[src/rtl/noc_leaf_injector.sv]
// -----------------------------------------------------------------------------
// noc_leaf_injector
//
// Leaf-side injection stage of the NoC reduction tree. Words from a
// processing element are buffered in a small single-clock FIFO, stamped with
// a static source ID and presented to one input of the first-level merge
// stage. A one-cycle gap is forced after every max_burst pops so a single
// leaf cannot monopolise its merge input.
//
// Handshake: the PE side is strict valid/ready. A word transfers on a rising
// edge where pe_valid & pe_ready; pe_ready depends only on the registered
// occupancy, never on pe_valid. Downstream there is no ready: the merge stage
// loads whenever the validity bit of out is set, and full blocks emission
// combinationally in the same cycle.
//
// Ports:
//   clk        rising-edge clock
//   rst_n      asynchronous active-low reset
//   pe_valid   PE offers pe_data
//   pe_data    PE payload (data_width bits)
//   pe_ready   a word can be accepted this cycle
//   full       backpressure from the downstream merge input
//   out        {valid, src_id, data}; all zeros while the FIFO is empty
//   sent_cnt   words emitted, saturating (INJ_STATS_EN only)
//   stall_cnt  backpressure stall cycles, saturating (INJ_STATS_EN only)
//   state_dbg  current FSM state (0 IDLE, 1 SEND, 2 GAP)
//
// Optional feature macro: INJ_STATS_EN adds the two statistics counters.
// -----------------------------------------------------------------------------
module noc_leaf_injector #(
  parameter int word_width     = 16,
  parameter int val_bit        = 1,
  parameter int id_width       = 3,
  parameter int src_id         = 0,
  parameter int log_buffer_len = 3,
  parameter int max_burst      = 4,
  localparam int data_width    = word_width - val_bit - id_width
) (
  input  logic                  clk,
  input  logic                  rst_n,
  input  logic                  pe_valid,
  input  logic [data_width-1:0] pe_data,
  output logic                  pe_ready,
  input  logic                  full,
  output logic [word_width-1:0] out,
`ifdef INJ_STATS_EN
  output logic [15:0]           sent_cnt,
  output logic [15:0]           stall_cnt,
`endif
  output logic [1:0]            state_dbg
);

  localparam int depth = 1 << log_buffer_len;
  localparam int cw    = log_buffer_len + 1;
  localparam int bw    = $clog2(max_burst + 2);

  typedef enum logic [1:0] {
    IDLE = 2'd0,
    SEND = 2'd1,
    GAP  = 2'd2
  } state_t;

  state_t                    state;
  logic [data_width-1:0]     mem [depth];
  logic [log_buffer_len-1:0] wr_ptr;
  logic [log_buffer_len-1:0] rd_ptr;
  logic [cw-1:0]             count;
  logic [cw-1:0]             count_nxt;
  logic [bw-1:0]             burst_cnt;
  logic [bw-1:0]             burst_nxt;
  logic                      fifo_full;
  logic                      fifo_empty;
  logic                      push;
  logic                      pop;
  logic                      can_send;

  assign fifo_full  = (count == cw'(depth));
  assign fifo_empty = (count == '0);
  assign pe_ready   = !fifo_full;
  assign push       = pe_valid & pe_ready;
  assign can_send   = (state == SEND) & !fifo_empty & !full;
  assign pop        = can_send;
  assign count_nxt  = count + cw'(push) - cw'(pop);
  assign burst_nxt  = burst_cnt + 1'b1;
  assign state_dbg  = state;

  // Whole word is zero when nothing is buffered; otherwise the head is shown
  // even while stalled, with the validity bit carrying the emit decision.
  assign out = fifo_empty ? '0
                          : {{val_bit{can_send}}, id_width'(src_id), mem[rd_ptr]};

  // FIFO storage: payload only, no reset needed.
  always_ff @(posedge clk) begin
    if (push) mem[wr_ptr] <= pe_data;
  end

  always_ff @(posedge clk or negedge rst_n) begin
    if (!rst_n) begin
      wr_ptr <= '0;
      rd_ptr <= '0;
      count  <= '0;
    end else begin
      if (push) wr_ptr <= wr_ptr + 1'b1;
      if (pop)  rd_ptr <= rd_ptr + 1'b1;
      count <= count_nxt;
    end
  end

  // Control FSM. Decisions use the post-edge occupancy so a push landing in
  // the same cycle as the last pop keeps the block in SEND.
  always_ff @(posedge clk or negedge rst_n) begin
    if (!rst_n) begin
      state     <= IDLE;
      burst_cnt <= '0;
    end else begin
      case (state)
        IDLE: begin
          burst_cnt <= '0;
          if (count_nxt != '0) state <= SEND;
        end
        SEND: begin
          if (pop) begin
            if ((max_burst != 0) && (burst_nxt == bw'(max_burst))) begin
              state     <= GAP;
              burst_cnt <= '0;
            end else if (count_nxt == '0) begin
              state     <= IDLE;
              burst_cnt <= '0;
            end else begin
              burst_cnt <= burst_nxt;
            end
          end
        end
        GAP: begin
          burst_cnt <= '0;
          state     <= (count_nxt != '0) ? SEND : IDLE;
        end
        default: begin
          state     <= IDLE;
          burst_cnt <= '0;
        end
      endcase
    end
  end

`ifdef INJ_STATS_EN
  logic stall;
  assign stall = (state == SEND) & !fifo_empty & full;

  always_ff @(posedge clk or negedge rst_n) begin
    if (!rst_n) begin
      sent_cnt  <= '0;
      stall_cnt <= '0;
    end else begin
      if (pop && (sent_cnt != 16'hFFFF))    sent_cnt  <= sent_cnt + 16'd1;
      if (stall && (stall_cnt != 16'hFFFF)) stall_cnt <= stall_cnt + 16'd1;
    end
  end
`endif

endmodule

[config.mk]
export PLATFORM = sky130hd
export DESIGN_NAME = noc_leaf_injector
export DESIGN_NICKNAME = d
export VERILOG_FILES = /design/src/rtl/noc_leaf_injector.sv
export SDC_FILE = /design/constraint.sdc
export NUM_CORES = 1
export LEC_CHECK = 0
export ABC_CLOCK_PERIOD_IN_PS = 6700
export BUFFER_PORTS_ARGS = -buffer_cell sky130_fd_sc_hd__buf_2
export CORE_MARGIN = 4
export CORE_UTILIZATION = 30
export CTS_CLUSTER_SIZE = 40
export DETAILED_ROUTE_END_ITERATION = 8
export SLEW_MARGIN = 5
export SYNTH_ARGS = -nofsm -noshare
export SYNTH_HDL_FRONTEND = slang
export SYNTH_SLANG_ARGS = --single-unit
[constraint.sdc]
create_clock -name clk -period 6.7 [get_ports clk]
set_input_delay 0.67 -clock clk [delete_from_list [all_inputs] [get_ports clk]]
set_output_delay 0.67 -clock clk [all_outputs]
set_load 0.05 [all_outputs]
-- Word-level counts from Yosys, hierarchy flattened
Memory sizes are Yosys's and may differ from the RTL's.
Index checks and enable logic that the tools add are counted.
- reduce and logical (&&, ||, !) cells: 8
- $add $sub $neg: 5
- muxes and demuxes: 13
- equal/unequal tests: 7
- bitwise logic cells: 3
- operators with widths (cell ; count):
    2-to-1 mux 16 bit ; 1
    2-to-1 mux 3 bit ; 4
    adder 3 x 1 -> 3 bit (second input constant) ; 3
    logical NOT 4 bit ; 2
    2-to-1 mux 2 bit ; 4
    case mux 2 bit (3 select lines) ; 1
    adder 4 x 1 -> 4 bit ; 1
    equality test 4 bit (second input constant) ; 1
    inequality test 2 bit (second input constant) ; 2
    nonzero test 4 bit ; 1
    subtractor 4 x 1 -> 4 bit ; 1
    AND 1 bit ; 3
    equality test 3 bit (second input constant) ; 1
    logical NOT 1 bit ; 3
    2-to-1 mux 1 bit ; 3
    inequality test 3 x 1 -> 1 bit (second input constant) ; 1
    AND reduction 3 bit ; 1
    equality test 2 x 1 -> 1 bit (second input constant) ; 1
    equality test 2 bit (second input constant) ; 1
    logical NOT 2 bit ; 1
- memory bits (writable): 96
- word-level logic and storage cells: 42
- bits of input ports: 16
- memories kept: 1
- register bits after elaboration: 15
- memory list (name ; words ; width ; rd ports ; clocked after memory_dff ; wr ports ; RTL line ; text):
    mem ; 8 ; 12 ; 1 ; 0 ; 1 ; 64 ; logic [data_width-1:0] mem [depth];

-- Longest topological paths before layout
- depth after elaboration: 10
- depth in mapped cells: 13
- gate-level depth less buffers: 13

-- Worst setup path before layout
No wires, ideal clock.
- kind: flip-flop to flip-flop
- start point: register count[2]
- end point: register burst_cnt[2]
- data arrival time: 3218 ps
- slack: 3353 ps
- cell stages (with the launch flop): 14
- setup time: 128 ps
- period minus slack after synthesis: 3347 ps
- path through: dfrtp_1 > inv_1 > ha_1 > or3b_1 > nand2_1 > ha_1 > inv_1 > ha_1 > inv_1 > fa_1 > or3b_1 > a211o_1 > a41oi_2 > o22ai_1
- word-level cells in the longest chain between the ends: 10
- elaborated cells on any way between the ends: 15
- classes of those cells: 2 x add/sub; 2 x eq/ne; 4 x mux; 3 x bitwise; 4 x reduce/logical
- ends and longest elaborated chain (what ; RTL line ; text):
    from (decl) ; 67 ; logic [cw-1:0] count;
    from (signal assigned) ; 105 ; count <= count_nxt;
    equality test 4 bit ; 77 ; assign fifo_full = (count == cw'(depth));
    logical NOT 1 bit ; 79 ; assign pe_ready = !fifo_full;
    net pe_ready ; 43 ; output logic pe_ready,
    AND 1 bit ; 80 ; assign push = pe_valid & pe_ready;
    adder 4 x 1 -> 4 bit ; 83 ; assign count_nxt = count + cw'(push) - cw'(pop);
    subtractor 4 x 1 -> 4 bit ; 83 ;
    logical NOT 4 bit ; 126 ; end else if (count_nxt == '0) begin
    2-to-1 mux 3 bit ; 126 ;
    2-to-1 mux 3 bit ; 123 ; if ((max_burst != 0) && (burst_nxt == bw'(max_burst))) begin
    2-to-1 mux 3 bit ; 122 ; if (pop) begin
    2-to-1 mux 3 bit ; 116 ; case (state)
    to (signal assigned) ; 130 ; burst_cnt <= burst_nxt;
    to (decl) ; 69 ; logic [bw-1:0] burst_cnt;
The timed path passes the listed nets, and every way through them passes these cells. The select of a mux whose other input is x is not followed.
A chain may end at the register's enable or synchronous reset.

-- Worst setup path after layout
- start point: register count[2]
- end point: register burst_cnt[2]
- word-level cells in the longest chain between the ends: 10
- elaborated cells on any way between the ends: 15
- classes of those cells: 2 x add/sub; 2 x eq/ne; 4 x mux; 3 x bitwise; 4 x reduce/logical
- ends and longest elaborated chain (what ; RTL line):
    equality test 4 bit or logical NOT 4 bit (tied branches) ; 77, 78
    logical NOT 1 bit (on tied branches) ; 79, 81
    AND 1 bit (on tied branches) ; 80, 81
    adder 4 x 1 -> 4 bit or AND 1 bit (tied branches) ; 83, 81
    subtractor 4 x 1 -> 4 bit ; 83
    logical NOT 4 bit ; 126
    2-to-1 mux 3 bit ; 126
    2-to-1 mux 3 bit ; 123
    2-to-1 mux 3 bit ; 122
    2-to-1 mux 3 bit ; 116
Several ways; a longest one is shown, not always the timed one. The select of a mux whose other input is x is not followed.

==> flow_summary.json <==
{
  "rsz0062_at_grt": "no",
  "finalPower_mw": 2.47,
  "synth_cells": 248,
  "worstPathArrival_ps": 3470,
  "critPathKind": "register to register",
  "grt_first_pass_wirelength_mm": 13.2,
  "cts-resized-gates": 0,
  "yosysTopAreaCell": "edfxtp_1",
  "io_buffer_count": 31,
  "yosysWarnings": 0,
  "cts.path.max_buffers": 2,
  "yosysTopAreaCellShare_pct": 62.5,
  "drive_gt1_share_pct": 28.5,
  "timing.fmax_mhz": 308,
  "finClkSkew_ps": 10.0,
  "setup_viol": 0,
  "cts_tree": "done",
  "row_count": 45,
  "grt_max_degree": 25,
  "slew-limit-headroom_pct": 43.8,
  "drt_pass1_iterations": 4,
  "yosys-top-cells-count": "96 x edfxtp_1, 20 x mux4_2, 18 x nor2_1, 15 x dfrtp_1, 12 x mux2i_1",
  "diodes": 0,
  "tns_ps": 0,
  "netlist-cell-type-count": 40,
  "areaGrowthSynthToFinish_pct": 14.5,
  "worst_pin_slew_ps": 842,
  "num_vias": 2248,
  "antenna_left": 0,
  "yosysSeqAreaShare_pct": 70.6,
  "hp-class": "input pin to async pin",
  "postCtsSetupBuffers": 0,
  "fillers": 1389,
  "hpwl_mm": 5.28,
  "start_util_pct": 30.5,
  "clock_latency_ps": 350,
  "ctsHoldBuffers": 0,
  "fin_crit_ps": 3240,
  "yosysMostFrequentCell": "edfxtp_1",
  "async_reset_ff_share_pct": 13.5,
  "synth_edf_count": 96,
  "ys_ff_latch": 111,
  "period_share_pct": 48.4,
  "grt.total_usage_pct": 10.0,
  "drv_slew": 0,
  "finalNetCount": 318,
  "crit_fanout": 4,
  "power_density_nw_per_um2": 467,
  "endpoint_kind": "register",
  "drc": 0,
  "htree_levels": 3,
  "routed_wl_mm": 8.19,
  "grt_overflow": 0,
  "dieArea_um2": 17400,
  "cts_root_buffer": "clkbuf_16",
  "ios": 35,
  "gp_congestion": 0.763,
  "grt_pass1_vias": 2349,
  "worstPathRequired_ps": 6930,
  "p_leak_nw": 1.89,
  "syn_avg_cell_area_um2": 18.6,
  "netlist_area_um2": 4610,
  "outcome": "finished clean",
  "hold_viol": 0,
  "drt_iter0_markers": 109,
  "die_x_um": 132,
  "grt_antenna_before_repair": 0,
  "core_um2": 15100,
  "clock-sinks": 111,
  "clkTransAtPathRegs_ps": 70,
  "synthTopCellsByArea": "edfxtp_1 62%, mux4_2 9.8%, dfrtp_1 8.1%",
  "ir_drop_mv": 0.160,
  "routedWlPerCell_um": 17.0,
  "start_kind": "register",
  "reg2regPathDepth": 13,
  "synthFlopType": "edfxtp_1",
  "via_per_inst": 4.65,
  "cts_buffers": 9,
  "die_y_um": 132,
  "cap_violations": 0
}
-- cell usage in the layout, fill, tap and decap left out, types with 2 or more instances in the layout --
cell        synthesis  routed
xnor2_1             3       3
nand2_1            10      10
mux4_1              4       4
xor2_1              3       3
inv_1              10      10
or3b_1              2       2
nor2_1             18      18
dfrtp_1            15      15
buf_4               3      11
clkinvlp_4          0       2
clkbuf_16           0       9
edfxtp_1           96      96
nor3_1              4       2
conb_1              1       3
o21ai_0             2       2
ha_1               10      10
mux4_2             20      20
mux2i_1            12      12
nand3_1             5       5
a21oi_1             2       2
nand2b_1            4       4
buf_2               3      31
nor3_2              1       3
-- logic make-up after synthesis --
| family | after synthesis | synth area share, % |
|---|---|---|
| buf+inv | 22 | 2.90 |
| compound gates | 10 | 1.65 |
| other cells | 1 | 0.0813 |
| mux | 38 | 15.1 |
| fa+ha+maj | 11 | 3.15 |
| flops | 111 | 70.6 |
| simple gates | 49 | 5.32 |
| xor+xnor | 6 | 1.14 |
-- registers in the layout (all words and copies together) (netlist names) --
| name | flops |
|---|---|
| burst_cnt | 3 |
| count | 4 |
| state_dbg | 2 |
| rd_ptr | 3 |
| mem | 96 |
| wr_ptr | 3 |
-- worst paths after layout --
check	startpoint	to	slack [ps]
setup / recovery	count[2]	burst_cnt[2]	3460
hold / removal	rst_n	count[1]	220
setup reg to reg	count[2]	burst_cnt[2]	3460
hold reg to reg	burst_cnt[1]	burst_cnt[1]	520
max in group asynchronous	rst_n	rd_ptr[0]	6210
min in group clk	burst_cnt[1]	burst_cnt[1]	520
-- routing by layer --
| metal | routed length (um) | global-route usage [%] | vias to the layer above |
|---|---|---|---|
| li1 | - | - | 1042 |
| met1 | 3660 | 12.8 | 1150 |
| met2 | 4110 | 16.4 | 40 |
| met3 | 218 | 1.68 | 16 |
| met4 | 213 | 5.54 | 0 |
| met5 | 0 | 0 | - |
-- critical path, stage by stage, from the launching register on --
cell and delay (ps):
dfrtp_1 360, inv_1 90, ha_1 150, or3b_1 390, nand2_1 160, ha_1 240
inv_1 60, ha_1 160, inv_1 60, fa_1 510, or3b_1 350, a211o_1 320
a41oi_2 180, o22ai_1 110
-- layout make-up --
class	count	area, um^2	area share, %
Tap cell	188	235	4.45
Multi-Input combinational cell	117	1240	23.5
Timing Repair Buffer	42	238	4.50
Clock inverter	5	43.8	0.829
Sequential cell	111	3260	61.7
Inverter	10	37.5	0.711
Clock buffer	10	229	4.34
-- per-stage QoR --
stage          hold slack, ps  setup slack (ps)  instance area (um^2)  utilization (%)  std cells
4_1_cts                   224              3440                  5280             34.9        483
3_3_place_gp              501              3450                  5010             33.1        468
5_1_grt                   248              3220                  5280             34.9        483
6_report                  218              3460                  5280             34.9        483
2_1_floorplan             374              3350                  4620                -        250
3_5_place_dp              507              3380                  5010             33.1        468
-- report_power, final --
part | leakage (nW) | switching (mW) | internal, mW
registers | 1.05 | 0.0785 | 0.886
clock network | 0.127 | 0.237 | 0.255
logic | 0.716 | 0.639 | 0.372
total | 1.89 | 0.954 | 1.51
(Power assumes the default switching activity.)
